## src/rtl/uart_rx_ovs.sv

```systemverilog
// Oversampling UART receiver: 2-flop synchronizer, start/data/parity/stop FSM, ready/valid output holding register.
// Optional parity checking is compiled in when the UART_RX_PARITY_EN macro is defined.
module uart_rx_ovs #(
    parameter int NB_DATA    = 8,
    parameter int OVS        = 16,
    parameter int NB_STOP    = 1,
    parameter int PARITY_ODD = 0
) (
    input  logic               i_clk,
    input  logic               i_rst,
    input  logic               i_tick,
    input  logic               i_rx,
    input  logic               i_ready,
    output logic [NB_DATA-1:0] o_data,
    output logic               o_valid,
    output logic               o_frame_err,
    output logic               o_parity_err,
    output logic               o_overrun,
    output logic               o_busy
);

    localparam int TW = $clog2(OVS);
    localparam int BW = $clog2(NB_DATA + 1);
    localparam logic [TW-1:0] HALF_LAST = TW'(OVS / 2 - 1);
    localparam logic [TW-1:0] FULL_LAST = TW'(OVS - 1);
    localparam logic [BW-1:0] DATA_LAST = BW'(NB_DATA - 1);
    localparam logic [BW-1:0] STOP_LAST = BW'(NB_STOP - 1);

    if ((NB_DATA < 5) || (NB_DATA > 9) || (OVS < 8) || (OVS > 32) || ((OVS % 2) != 0) ||
        (NB_STOP < 1) || (NB_STOP > 2) || (PARITY_ODD < 0) || (PARITY_ODD > 1)) begin : g_bad_cfg
        $error("uart_rx_ovs: illegal parameter value");
    end

    typedef enum logic [2:0] {
        IDLE   = 3'd0,
        START  = 3'd1,
        DATA   = 3'd2,
`ifdef UART_RX_PARITY_EN
        PARITY = 3'd3,
`endif
        STOP   = 3'd4
    } state_t;

`ifdef UART_RX_PARITY_EN
    localparam logic PAR_ODD = 1'(PARITY_ODD);

    function automatic logic parity_mismatch(input logic [NB_DATA-1:0] d, input logic b);
        return b ^ (^d) ^ PAR_ODD;
    endfunction
`endif

    logic               meta_q, sync_q, prev_q;
    logic [2:0]         vld_q;
    logic               fall_s;
    logic               accept_s;

    state_t             state_q;
    logic [TW-1:0]      tick_q;
    logic [BW-1:0]      bit_q;
    logic [NB_DATA-1:0] shreg_q;
    logic               ferr_res_q, perr_res_q, done_q, busy_q;

    logic [NB_DATA-1:0] data_q, data_d;
    logic               valid_q, valid_d;
    logic               ferr_q, ferr_d;
    logic               perr_q, perr_d;
    logic               ovr_q, ovr_d;

    // Line synchronizer; vld_q marks when prev_q holds a genuine line sample so
    // the reset value of the flops can never masquerade as a falling edge.
    always_ff @(posedge i_clk or posedge i_rst) begin
        if (i_rst) begin
            meta_q <= 1'b1;
            sync_q <= 1'b1;
            prev_q <= 1'b1;
            vld_q  <= 3'b000;
        end else begin
            meta_q <= i_rx;
            sync_q <= meta_q;
            prev_q <= sync_q;
            vld_q  <= {vld_q[1:0], 1'b1};
        end
    end

    assign fall_s = vld_q[2] & prev_q & ~sync_q;

    // Receive FSM: tick counting, bit sampling, error accumulation and frame-done pulse.
    always_ff @(posedge i_clk or posedge i_rst) begin
        if (i_rst) begin
            state_q    <= IDLE;
            tick_q     <= '0;
            bit_q      <= '0;
            shreg_q    <= '0;
            ferr_res_q <= 1'b0;
            perr_res_q <= 1'b0;
            done_q     <= 1'b0;
            busy_q     <= 1'b0;
        end else begin
            done_q <= 1'b0;
            case (state_q)
                IDLE: begin
                    tick_q <= '0;
                    bit_q  <= '0;
                    if (fall_s) begin
                        state_q    <= START;
                        busy_q     <= 1'b1;
                        ferr_res_q <= 1'b0;
                        perr_res_q <= 1'b0;
                    end else begin
                        busy_q <= 1'b0;
                    end
                end
                START: begin
                    if (i_tick) begin
                        if (tick_q == HALF_LAST) begin
                            tick_q <= '0;
                            if (sync_q) begin
                                state_q <= IDLE;
                                busy_q  <= 1'b0;
                            end else begin
                                state_q <= DATA;
                            end
                        end else begin
                            tick_q <= tick_q + TW'(1);
                        end
                    end
                end
                DATA: begin
                    if (i_tick) begin
                        if (tick_q == FULL_LAST) begin
                            tick_q  <= '0;
                            shreg_q <= {sync_q, shreg_q[NB_DATA-1:1]};
                            if (bit_q == DATA_LAST) begin
                                bit_q <= '0;
`ifdef UART_RX_PARITY_EN
                                state_q <= PARITY;
`else
                                state_q <= STOP;
`endif
                            end else begin
                                bit_q <= bit_q + BW'(1);
                            end
                        end else begin
                            tick_q <= tick_q + TW'(1);
                        end
                    end
                end
`ifdef UART_RX_PARITY_EN
                PARITY: begin
                    if (i_tick) begin
                        if (tick_q == FULL_LAST) begin
                            tick_q     <= '0;
                            perr_res_q <= parity_mismatch(shreg_q, sync_q);
                            state_q    <= STOP;
                        end else begin
                            tick_q <= tick_q + TW'(1);
                        end
                    end
                end
`endif
                STOP: begin
                    if (i_tick) begin
                        if (tick_q == FULL_LAST) begin
                            tick_q <= '0;
                            if (!sync_q) begin
                                ferr_res_q <= 1'b1;
                            end
                            if (bit_q == STOP_LAST) begin
                                bit_q   <= '0;
                                state_q <= IDLE;
                                busy_q  <= 1'b0;
                                done_q  <= 1'b1;
                            end else begin
                                bit_q <= bit_q + BW'(1);
                            end
                        end else begin
                            tick_q <= tick_q + TW'(1);
                        end
                    end
                end
                default: begin
                    state_q <= IDLE;
                    busy_q  <= 1'b0;
                end
            endcase
        end
    end

    // Holding register next state: load wins over accept, overrun only when nobody took the old frame.
    always_comb begin
        accept_s = valid_q & i_ready;
        data_d   = data_q;
        ferr_d   = ferr_q;
        perr_d   = perr_q;
        valid_d  = valid_q;
        ovr_d    = ovr_q;
        if (done_q) begin
            data_d  = shreg_q;
            ferr_d  = ferr_res_q;
            perr_d  = perr_res_q;
            valid_d = 1'b1;
            if (valid_q && !i_ready) begin
                ovr_d = 1'b1;
            end else if (accept_s) begin
                ovr_d = 1'b0;
            end else begin
                ovr_d = ovr_q;
            end
        end else if (accept_s) begin
            valid_d = 1'b0;
            ovr_d   = 1'b0;
        end else begin
            valid_d = valid_q;
            ovr_d   = ovr_q;
        end
    end

    // Output holding register.
    always_ff @(posedge i_clk or posedge i_rst) begin
        if (i_rst) begin
            data_q  <= '0;
            valid_q <= 1'b0;
            ferr_q  <= 1'b0;
            perr_q  <= 1'b0;
            ovr_q   <= 1'b0;
        end else begin
            data_q  <= data_d;
            valid_q <= valid_d;
            ferr_q  <= ferr_d;
            perr_q  <= perr_d;
            ovr_q   <= ovr_d;
        end
    end

    assign o_data       = data_q;
    assign o_valid      = valid_q;
    assign o_frame_err  = ferr_q;
    assign o_parity_err = perr_q;
    assign o_overrun    = ovr_q;
    assign o_busy       = busy_q;

endmodule

```

## config.mk

```make
export PLATFORM = sky130hd
export DESIGN_NAME = uart_rx_ovs
export DESIGN_NICKNAME = d
export VERILOG_FILES = /design/src/rtl/uart_rx_ovs.sv
export SDC_FILE = /design/constraint.sdc
export NUM_CORES = 1
export LEC_CHECK = 0
export CORE_MARGIN = 4
export CORE_UTILIZATION = 60
export DETAILED_ROUTE_END_ITERATION = 10
export GPL_ROUTABILITY_DRIVEN = 0
export GPL_TIMING_DRIVEN = 0
export PLACE_DENSITY = 0.8
export SLEW_MARGIN = 0
export SYNTH_ARGS = -nofsm -noshare
export SYNTH_HDL_FRONTEND = slang
export SYNTH_SLANG_ARGS = --single-unit
```

## constraint.sdc

```tcl
create_clock -name i_clk -period 3.5 [get_ports i_clk]
set_clock_uncertainty 0.15 [all_clocks]
set_input_delay 0.7 -clock i_clk [delete_from_list [all_inputs] [get_ports i_clk]]
set_output_delay 0.7 -clock i_clk [all_outputs]
set_load 0.05 [all_outputs]
```

== After elaboration in Yosys (flattened, before gate mapping) ==
Cells that the tools add are included.
Storage, ports and cells
  RAM bits: 0
  memory bits (read-only): 0
  word-level logic and storage cells: 100
  bits in latches: 0
  bits in registers: 39
  bits of input ports: 5
  memories: 0
  output and inout bits: 13
Operators by class
  reductions and logical operators: 15
  mux-type cells: 45
  bitwise logic cells: 5
  $add $sub $neg: 2
  multipliers: 0
  divide/modulo/power cells: 0
  eq/ne operators: 18
  shifts and indexed selects: 0
  magnitude comparators: 0
Operators by type and width (number)
  2-to-1 mux 4 bit: 10
  2-to-1 mux 3 bit: 9
  one-hot mux 4 bit (3 select lines): 2
  != test 2 bit (second input constant): 11
  2-to-1 mux 1 bit: 20
  one-hot mux 3 bit (4 select lines): 1
  AND reduction 5 bit: 2
  AND reduction 9 bit: 1
  adder 4 x 1 -> 4 bit (second input constant): 2
  equality test 4 x 3 -> 1 bit (second input constant): 2
  AND reduction 7 bit: 1
  AND reduction 3 bit: 2
  nonzero test 3 bit: 2
  equality test 4 bit (second input constant): 1
  logical NOT 4 bit: 1
  one-hot mux 1 bit (4 select lines): 1
  nonzero test 2 bit: 2
  bitwise AND 1 bit: 3
  equality test 3 x 1 -> 1 bit (second input constant): 1
  equality test 3 x 2 -> 1 bit (second input constant): 1
  equality test 3 bit (second input constant): 1
  logical NOT 3 bit: 1
  2-to-1 mux 2 bit: 1
  != test 2 x 1 -> 1 bit (second input constant): 1
  other kinds (5): 6

== Depth between registers and ports, before layout ==
  depth in word-level cells: 5
  depth in mapped cells: 6
  mapped depth without buffers: 6

== Least setup slack after synthesis ==
Ideal clock, no wire load.
  kind: input to register
  from: input port i_tick
  to: register bit_q[2]
  buffers on the path: 0
  arrival: 1.773 ns
  cell stages on the path: 4
  data required time: 3.281 ns
  setup time: 0.069 ns
  setup slack: 1.508 ns
  cell sequence: nand4_2 > maj3_2 > or4b_1 > nand3_1
Between the ends
  longest elaborated chain between the ends: 2
  elaborated cells on any way between the ends: 3
  those cells by class: eq/ne (2); reduce/logical (1)
Ends and longest elaborated chain
  from (decl): RTL line 11  | input logic i_tick,
  != test 2 bit (no line)
  AND reduction 5 bit (no line) (*)
  to (signal assigned): RTL line 141  | bit_q <= bit_q + BW'(1);
  to (signal assigned): RTL line 174  | bit_q <= bit_q + BW'(1);
  to (decl): RTL line 59  | logic [BW-1:0] bit_q;
Mark *: on every way between the ends. The rest lies on a longest branch, timed or not.
A chain may end at the register's enable or synchronous reset.

== Worst setup path after layout ==
  from: register valid_q, in the netlist o_valid
  to: output port o_valid
RTL lines
  from (decl): RTL line 64  | logic valid_q, valid_d;
  from (signal assigned): RTL line 228  | valid_q <= valid_d;
  to (decl): RTL line 15  | output logic o_valid,
No word-level cell between the ends.

==> run_results.csv <==
group,metric,value,unit
setup_path,critPathCaptureType,"output pin",
power_and_ir_drop,pwr-share-comb,25.7,%
power_and_ir_drop,p_int,0.661,mW
global_routing,grt_pass1_vias,1274,
drt,routed_wl,3.38,mm
placed_design,dp_hpwl,2.46,mm
global_routing,grt_pass1_wl,5.78,mm
timing,setup_tns,0,ns
power_and_ir_drop,clock_power_share,22.9,%
clock_tree,clk_pin_slew,0.11,ns
synthesis,synth_xor_area_share,0.958,%
timing,finalHoldViolCount,0,
finish,drive_above_1_share,16.3,%
setup_path,cp_max_fo,4,
clock_tree,cts_resized,0,
floorplan,fp-row-count,19,
synthesis,syn-instance-count,159,
clock_tree,htreeDepth,2,
clock_tree,holdBufCountCts,0,
synthesis,synthArstFlopShare,100,%
setup_path,start_kind,"register",
synthesis,synth_warnings,0,
global_routing,grt_start_max_net_pins,23,
setup_path,required,2.65,ns
synthesis,synth_edf_count,0,
finish,antenna_cells,0,
power_and_ir_drop,power.share.sequential,51.4,%
floorplan,fp.dieW,63.2,um
clock_tree,cts_root_buf,"clkbuf_4",
drt,vias_per_cell,6.09,
synthesis,syn_area,1830,um^2
global_routing,grt_usage,18.6,%
timing,fin_hold_ws,0.210,ns
timing,maxSlewViolCount,0,
clock_tree,clock_sinks,39,
timing,period_share,69.4,%
global_routing,grt_overflow,0,
clock_tree,clk_latency,0.35,ns
timing,finalCriticalPeriod,2.43,ns
floorplan,start_util,64.7,%
clock_tree,numCtsBuffers,5,
synthesis,synth_simple_gate_area_share,12.9,%
global_routing,antenna_found_initial,0,
timing,worst_pin_slew,0.766,ns
timing,maxSlewHeadroom,48.8,%
power_and_ir_drop,p_per_area,466,nW/um^2
setup_path,path_buf_inv,1,
synthesis,ys_seq_area_share,53.6,%
placed_design,dp_cells,207,
synthesis,synth_seq_cells,39,
clock_tree,post_cts_buffers,0,
drt,wl_per_cell,15.7,um
run,max_cap_violations,0,
timing,setup_viol,0,
floorplan,core,2830,um^2
setup_path,critPathMaxStageDelay,0.83,ns
power_and_ir_drop,leakage,0.991,nW
power_and_ir_drop,max-vdd-ir-drop,355,uV
synthesis,synth.distinct_cells,47,
synthesis,synth_top_family_by_area,"compound AO/OA/AOI/OAI gates",
synthesis,synth_compound_area_share,13.4,%
power_and_ir_drop,p_sw,0.322,mW
setup_path,cpMaxStageDelayCell,"clkdlybuf4s50_1",
timing,rsz0062_at_grt,"no",
setup_path,cp_top_family,"buffers and inverters",
power_and_ir_drop,power,0.983,mW
drt,firstDrtPassIters,4,
setup_path,crit_chain,"clkdlybuf4s50_1",
drt,vias,1310,
synthesis,synth.area.mux_share,10.5,%
floorplan,fp.dieH,63.2,um
floorplan,io_pins,18,
synthesis,synth_nets,167,
synthesis,avgSynthCellArea,11.5,um^2
drt,drc,0,
setup_path,critical_path_class,"register to output pin",
finish,final_cells,215,
power_and_ir_drop,swShare,32.7,%
drt,drt_iter0_drc,43,
setup_path,reg2reg_slack,1.39,ns
finish,nets,191,
placed_design,port_buffers,16,
synthesis,ys.flop_type,"dfrtp_1",
setup_path,arrival,1.58,ns
worst_hold_path,min_path_type,"register to register",
clock_tree,cts_tree,"yes",
clock_tree,clock_path_buffers,2,
drt,drtAntennaViolNets,0,
outcome,status,"complete, no violations",
timing,clock.fmax,412,MHz
finish,final_util,74.6,%
floorplan,die-area,4000,um^2
finish,area_growth,15.3,%
synthesis,synthAdderAreaFrac,3.21,%
cells by family after synthesis:
| group | Yosys count |
|---|---|
| buffers and inverters | 19 |
| AND/OR/NAND/NOR | 38 |
| flip-flops | 39 |
| other | 2 |
| XOR/XNOR | 2 |
| multiplexers | 17 |
| adder cells (fa/ha/maj) | 5 |
| AO/OA/AOI/OAI | 37 |
cell usage after synthesis, types with 2 or more instances:
| cell | instances | area (um^2) |
|---|---|---|
| a21oi_1 | 5 | 25.0 |
| ha_1 | 3 | 37.5 |
| nand2_1 | 5 | 18.8 |
| o21a_1 | 2 | 15.0 |
| a31oi_1 | 4 | 25.0 |
| nor3_1 | 3 | 15.0 |
| conb_1 | 2 | 7.51 |
| buf_6 | 2 | 22.5 |
| mux2_1 | 8 | 90.1 |
| dfstp_2 | 3 | 78.8 |
| a41oi_1 | 2 | 17.5 |
| nand3_1 | 3 | 15.0 |
| inv_1 | 8 | 30.0 |
| dfrtp_1 | 36 | 901 |
| mux2_2 | 9 | 101 |
| clkbuf_1 | 6 | 22.5 |
| o21ai_0 | 7 | 35.0 |
| and3b_1 | 2 | 17.5 |
| and3_1 | 2 | 12.5 |
| xnor2_1 | 2 | 17.5 |
| or3b_1 | 2 | 17.5 |
| o22ai_1 | 3 | 18.8 |
| nand2b_1 | 2 | 12.5 |
| nand3b_1 | 2 | 15.0 |
| nand4_1 | 2 | 12.5 |
| nor2_1 | 7 | 26.3 |
| o21ai_1 | 6 | 30.0 |
| buf_2 | 2 | 10.0 |
path summary, 6_finish.rpt:
check / startpoint / endpoint / depth (start not counted)
max in group asynchronous: i_rst / sync_q / 3
setup reg to reg: tick_q[0] / shreg_q[5] / 5
hold / removal: vld_q[1] / vld_q[2] / 0
hold reg to reg: vld_q[1] / vld_q[2] / 0
setup / recovery: o_valid / o_valid / 1
min in group asynchronous: i_rst / bit_q[2] / 2
power groups by stage:
stage	Combinational [mW]	Sequential, mW	Clock, mW
floorplan	0.171	0.525	0
global placement	0.233	0.511	0
detailed placement	0.250	0.514	0
CTS	0.252	0.505	0.233
global route	0.279	0.509	0.254
finish	0.253	0.505	0.225
final cells by class:
class	count	area (um^2)
Tap cell	31	38.8
Clock buffer	6	41.3
Inverter	8	30.0
Timing Repair Buffer	17	188
Multi-Input combinational cell	101	757
Fill cell	208	719
Sequential cell	39	980
Clock inverter	2	12.5
Buffer	11	62.6
registers in the layout (all words and copies together) (netlist names), named ones only:
register	cells
o_valid	1
vld_q	3
o_data	8
bit_q	4
meta_q	1
shreg_q	8
state_q	3
prev_q	1
o_busy	1
tick_q	4
sync_q	1
o_frame_err	1
done_q	1
ferr_res_q	1
per-layer routing:
| layer | part of all wire, % | GRT usage, % |
|---|---|---|
| met1 | 46 | 23.3 |
| met2 | 49 | 29.6 |
| met3 | 4.3 | 6.39 |
| met4 | 1.6 | 7.55 |
| met5 | 0 | 0 |
cells in the final DEF (no fill, tap or decap), drive strengths merged, types with 2 or more instances in the layout:
| cell | count |
|---|---|
| mux2 | 17 |
| nor2 | 7 |
| nand3b | 2 |
| nor3b | 2 |
| a41oi | 2 |
| o21ai | 13 |
| or3b | 2 |
| ha | 3 |
| o22ai | 3 |
| nand3 | 3 |
| clkdlybuf4s50 | 16 |
| conb | 2 |
| dfrtp | 36 |
| o21a | 2 |
| dfstp | 3 |
| and3b | 2 |
| nand4 | 3 |
| nor3 | 3 |
| a21oi | 5 |
| and3 | 2 |
| buf | 6 |
| maj3 | 2 |
| clkbuf | 12 |
| nand2b | 2 |
| a31oi | 4 |
| xnor2 | 2 |
| inv | 8 |
| nand2 | 5 |
stage by stage:
stage          worst slack, ns  cell area [um^2]
3_5_place_dp             0.871              2060
3_3_place_gp             0.897              2030
5_1_grt                  0.992              2110
6_report                  1.07              2110
4_1_cts                   1.03              2110
2_1_floorplan             1.51              1830
Note: power is estimated with default switching activity, not from simulation.
